`config.mk`:
```
export PLATFORM = sky130hd
export DESIGN_NAME = gpool_stream_layer
export DESIGN_NICKNAME = d
export VERILOG_FILES = /design/src/rtl/gpool_stream_layer.sv
export SDC_FILE = /design/constraint.sdc
export NUM_CORES = 2
export LEC_CHECK = 0
export BUFFER_PORTS_ARGS = -buffer_cell sky130_fd_sc_hd__buf_2
export CAP_MARGIN = 25
export CORE_MARGIN = 5
export CORE_UTILIZATION = 25
export CTS_CLUSTER_DIAMETER = 40
export DETAILED_ROUTE_END_ITERATION = 12
export GPL_TIMING_DRIVEN = 0
export PLACE_DENSITY = 0.49
export REMOVE_ABC_BUFFERS = 1
export SETUP_SLACK_MARGIN = 0.4
export SLEW_MARGIN = 20
export SYNTH_ARGS = -nofsm -noshare
export SYNTH_HDL_FRONTEND = slang
export SYNTH_SLANG_ARGS = --single-unit
```
`constraint.sdc`:
```
create_clock -name clk -period 4 [get_ports clk]
set_input_delay 0.6 -clock clk [delete_from_list [all_inputs] [get_ports clk]]
set_output_delay 0.6 -clock clk [all_outputs]
set_load 0.01 [all_outputs]
```
`src/rtl/gpool_stream_layer.sv`:
```
// Streaming global pooling layer: reduces ACTIVATIONS_GMP beats per frame to one max or scaled-average value per class.
// Optional feature macro GPOOL_ARGMAX_EN adds an argmax output over the pooled result.
module gpool_stream_layer #(
  parameter int BIT_SIZE        = 16,
  parameter int ACTIVATIONS_GMP = 36,
  parameter int NUM_CLASSES     = 10,
  parameter int AVG_SHIFT       = 5
) (
  input  logic                            clk,
  input  logic                            rst,
  input  logic [NUM_CLASSES*BIT_SIZE-1:0] in_data,
  input  logic                            in_valid,
  input  logic                            in_last,
  output logic                            in_ready,
  input  logic                            mode,
  output logic [NUM_CLASSES*BIT_SIZE-1:0] out,
  output logic                            out_valid,
  input  logic                            out_ready,
`ifdef GPOOL_ARGMAX_EN
  output logic [$clog2(NUM_CLASSES)-1:0]  argmax,
`endif
  output logic                            frame_err
);

  localparam int CNT_W = $clog2(ACTIVATIONS_GMP);
  localparam int ACC_W = BIT_SIZE + CNT_W;
  localparam logic [CNT_W-1:0] LAST_CNT = CNT_W'(ACTIVATIONS_GMP - 1);
  localparam logic signed [ACC_W-1:0] SAT_MAX = ACC_W'((64'sd1 <<< (BIT_SIZE - 1)) - 64'sd1);
  localparam logic signed [ACC_W-1:0] SAT_MIN = ~SAT_MAX;

  localparam logic [0:0] ACCUM = 1'b0;
  localparam logic [0:0] HOLD  = 1'b1;

  logic [0:0]              state;
  logic [CNT_W-1:0]        cnt;
  logic                    mode_q;
  logic signed [ACC_W-1:0] acc      [NUM_CLASSES];
  logic signed [ACC_W-1:0] beat_ext [NUM_CLASSES];
  logic signed [ACC_W-1:0] next_acc [NUM_CLASSES];
  logic signed [ACC_W-1:0] shifted  [NUM_CLASSES];
  logic signed [BIT_SIZE-1:0] pooled [NUM_CLASSES];
  logic [NUM_CLASSES*BIT_SIZE-1:0] out_next;
  logic                    last_beat;

  assign in_ready  = (state == ACCUM);
  assign last_beat = (cnt == LAST_CNT);

  // The first beat of a frame loads the accumulator, so a frame of all-negative inputs pools correctly.
  always_comb begin
    out_next = '0;
    for (int c = 0; c < NUM_CLASSES; c++) begin
      beat_ext[c] = {{CNT_W{in_data[c*BIT_SIZE+BIT_SIZE-1]}}, in_data[c*BIT_SIZE +: BIT_SIZE]};
      if (cnt == '0)
        next_acc[c] = beat_ext[c];
      else if (mode_q)
        next_acc[c] = acc[c] + beat_ext[c];
      else
        next_acc[c] = (beat_ext[c] > acc[c]) ? beat_ext[c] : acc[c];

      shifted[c] = next_acc[c] >>> AVG_SHIFT;
      if (!mode_q)
        pooled[c] = next_acc[c][BIT_SIZE-1:0];
      else if (shifted[c] > SAT_MAX)
        pooled[c] = SAT_MAX[BIT_SIZE-1:0];
      else if (shifted[c] < SAT_MIN)
        pooled[c] = SAT_MIN[BIT_SIZE-1:0];
      else
        pooled[c] = shifted[c][BIT_SIZE-1:0];

      out_next[c*BIT_SIZE +: BIT_SIZE] = pooled[c];
    end
  end

`ifdef GPOOL_ARGMAX_EN
  logic [$clog2(NUM_CLASSES)-1:0] best_idx;
  logic signed [BIT_SIZE-1:0]     best_val;

  // Strict greater-than keeps the lowest index on ties.
  always_comb begin
    best_idx = '0;
    best_val = pooled[0];
    for (int c = 1; c < NUM_CLASSES; c++) begin
      if (pooled[c] > best_val) begin
        best_val = pooled[c];
        best_idx = ($clog2(NUM_CLASSES))'(c);
      end
    end
  end
`endif

  // Frame length is always set by the counter; in_last only feeds the mismatch flag.
  always_ff @(posedge clk or negedge rst) begin
    if (!rst) begin
      state     <= ACCUM;
      cnt       <= '0;
      mode_q    <= 1'b0;
      out       <= '0;
      out_valid <= 1'b0;
      frame_err <= 1'b0;
      for (int c = 0; c < NUM_CLASSES; c++) acc[c] <= '0;
`ifdef GPOOL_ARGMAX_EN
      argmax    <= '0;
`endif
    end else begin
      case (state)
        ACCUM: begin
          if (in_valid) begin
            for (int c = 0; c < NUM_CLASSES; c++) acc[c] <= next_acc[c];
            if (cnt == '0) mode_q <= mode;
            if (in_last != last_beat) frame_err <= 1'b1;
            if (last_beat) begin
              cnt       <= '0;
              out       <= out_next;
              out_valid <= 1'b1;
              state     <= HOLD;
`ifdef GPOOL_ARGMAX_EN
              argmax    <= best_idx;
`endif
            end else begin
              cnt <= cnt + 1'b1;
            end
          end
        end
        HOLD: begin
          if (out_ready) begin
            out_valid <= 1'b0;
            state     <= ACCUM;
          end
        end
        default: state <= ACCUM;
      endcase
    end
  end

endmodule
```
==> flow_metrics.tcl <==
set metrics [dict create \
    worstPathMaxFanout 7 \
    synth_cells 4817 \
    cts_max_level 3 \
    finalHoldViolCount 0 \
    hp-class "in2reg" \
    yosysTopAreaCell "dfrtp_1" \
    swShare 0.4858 \
    run_status "finished clean" \
    die_area_sq_um 157800 \
    drc 0 \
    p_per_area_nw_per_um2 996.3 \
    slowest_stage "or4b_4" \
    start_kind "flip-flop" \
    numCtsBuffers 108 \
    synth.avg_cell_area_sq_um 7.784 \
    crit_start "acc[31]" \
    max-clock-path-buffers 3 \
    synth_edf_count 0 \
    fin_cells 7378 \
    clock_power_share 0.180 \
    num_rows 142 \
    ys_types 95 \
    place_inst 6963 \
    drt-initial-drc-count 2881 \
    fmax_mhz 253.7 \
    setup_slack_ns 0.05775 \
    yosysSeqAreaShare 0.2603 \
    cts_tree "yes" \
    comb_power_share 0.684 \
    timing.rr.end "out[142]" \
    post-route-period-util 0.9856 \
    p_seq_frac 0.135 \
    p_leak_nw 22.67 \
    max_stage_delay_ns 0.48 \
    layout-drive-gt1-share 0.2290 \
    grt_usage 0.1926 \
    cp_cell_sequence "inv_2 > ha_4 > nor2_2 > or4b_4 > a211oi_4 > buf_4 > nor3_1 > o41ai_2 > xnor2_1 > a221o_1 > nor3_4 > and4b_1 > o221ai_4 > buf_6 > buf_12 > a31oi_2" \
    initial_core_util 0.2509 \
    ys_top_cells_by_area "dfrtp_1 (26%), ha_1 (14%), a21oi_1 (5.7%)" \
    path_clk_slew_ns 0.05 \
    internal-power_mw 25.98 \
    vias 38880 \
    hpwl_um 109700 \
    portBuffers 328 \
    place_congestion 0.8590 \
    reg2reg_slack_ns 0.06 \
    syn_to_final_growth_pct 35.24 \
    fp.dieW_um 397.3 \
    vias_per_cell 5.269 \
    critical_path_required_ns 4.60 \
    grt_overflow 0 \
    setup_viol 0 \
    path_class "reg2reg" \
    drv_slew 0 \
    grt_max_degree 82 \
    die_h_um 397.3 \
    rsz0062_at_grt "yes" \
    antenna_found_initial 25 \
    clock-sinks 390 \
    ir_worst_vdd_mv 0.4843 \
    nets 5868 \
    pre_cts_ws_ns -1.156 \
    end_kind "flip-flop" \
    io_pins 329 \
    nFillCells 15660 \
    grt_pass1_wl_um 237600 \
    grt_pass1_vias 37830 \
    clk_latency_ns 0.72 \
    synthArstFlopShare 1.000 \
    totalWireLength_um 160500 \
    crit_end "out[142]" \
    yosys_warnings 0 \
    core_sq_um 149400 \
    p_sw_mw 24.54 \
    wire_per_inst_um 21.76 \
    maxCapViolCount 0 \
    arrival_ns 4.54 \
    dr.pass1.iters 6 \
    ant_nets 0 \
    total_power_mw 50.52 \
    ys_ff_latch 390 \
    cts_root_buf "clkbuf_16" \
    worst_pin_slew_ns 0.7440 \
    timing.final.crit_period_ns 3.942 \
    max_slew_margin 0.4994 \
    syn_area_sq_um 37490 \
    rr_startpoint "acc[31]" \
    reg2reg_depth 16 \
    synthFlopType "dfrtp_1" \
    netlist.area_leader.share 0.2603 \
    clock_skew_ns 0.05686 \
]
cell type report:
cell class | instances | area [sq um] | share of cell area
clock buffer | 136 | 3019 | 0.05954
clock inverter | 63 | 797.0 | 0.01572
inverter | 419 | 1599 | 0.03153
tap | 2016 | 2522 | 0.04974
sequential | 390 | 9767 | 0.1926
multi-input combinational | 3746 | 27900 | 0.5503
antenna | 13 | 32.53 | 0.0006415
timing repair inverter | 2 | 20.02 | 0.0003948
timing repair buffer | 593 | 5047 | 0.09954
through the flow:
stage / utilization / hold WS, ns / TNS (ns) / area (sq um)
finish: 0.3394 / 0.1034 / 0 / 50710
global route: 0.3392 / 0.03986 / -0.2684 / 50680
CTS: 0.3247 / 0.006417 / 0 / 48520
detailed placement: 0.2839 / 0.4434 / -118.87 / 42430
global placement: 0.2719 / 0.4403 / - / 40620
floorplan: - / 0.3044 / -2708.22 / 36460
registers in the layout, summed over array words and instances (netlist names):
| register | flops |
|---|---|
| out | 160 |
| mode_q | 1 |
| cnt | 6 |
| state | 1 |
| out_valid | 1 |
| acc | 220 |
| frame_err | 1 |
routing by layer:
metal,vias to the layer above,GRT usage,part of all wire
li1,18500,-,-
met1,18900,0.2573,0.45
met2,1210,0.3145,0.46
met3,258,0.04085,0.066
met4,12,0.05370,0.027
met5,-,0,0.00050
worst min-delay path by stage:
stage,startpoint,end,slack [ns],cells past startpoint
final,out_ready,state,0.10,2
after global routing,out_ready,state,0.04,2
after CTS,out_ready,state,0.006,2
after detailed placement,frame_err,frame_err,0.44,1
after global placement,frame_err,frame_err,0.44,1
after floorplan,rst,acc[0],0.30,0
critical path: cells and delay by family, from the launching register on:
family                   cells  cell delay (ns)
AO/OA/AOI/OAI                5             1.40
XOR/XNOR                     1             0.12
adder cells (fa/ha/maj)      1             0.22
buffers and inverters        4             0.55
flip-flops                   1             0.42
AND/OR/NAND/NOR              5             1.13
cells by family after synthesis:
group | count (synthesis) | share of synthesized area
AOI/OAI and AO/OA | 1738 | 0.3025
xor gates and xnor gates | 163 | 0.03808
adders and majority gates | 443 | 0.1498
buffers and inverters | 688 | 0.06961
DFF | 390 | 0.2603
muxes | 38 | 0.01078
and+or+nand+nor | 1357 | 0.1690
power by group through the flow:
stage | registers (mW) | logic (mW) | clock network, mW
3_3_place_gp | 7.06 | 25.1 | 0
3_5_place_dp | 6.91 | 27.8 | 0
6_report | 6.84 | 34.6 | 9.10
2_1_floorplan | 6.85 | 18.9 | 0
5_1_grt | 7.06 | 37.5 | 9.53
4_1_cts | 6.83 | 31.4 | 9.36
cell usage in the layout, fill, tap and decap left out, drive strengths merged, types with 75 or more instances in the layout:
cell type / instances
o21ai: 395
o211ai: 75
nand2: 422
nor2: 406
nand2b: 87
a21oi: 430
ha: 432
nor3: 105
buf: 588
dfrtp: 390
inv: 424
o22ai: 182
nand3: 79
clkbuf: 137
xnor2: 127
timing repair:
item	in CTS	in global routing
setup buffers	95	91
setup endpoints to repair	275	165
gates cloned	10	6
pin swaps	78	132
resized for setup	241	256
hold buffers	1	0
hold endpoints to repair	46	0
synthesized netlist by cell type (all sizes together), types with 18 or more instances:
cell type and number:
nor2b 46, a21oi 430, o31ai 29, inv 419, a21o 62, xor2 36, ha 432, o221ai 55
o31a 19, and2 18, and3 19, or4 20, nor3 105, nand3 78, o21a 23, a211oi 59
o211ai 75, nand2b 87, o21ai 395, nor2 406, nand2 419, or3 30, a22oi 20, nand4 51
a211o 22, o21bai 50, mux2i 19, o22ai 182, a221oi 49, buf 49, or2 22, mux2 19
dfrtp 390, clkbuf 220, xnor2 127, a31oi 62, a221o 49
Power figures use the tool's default switching activity.
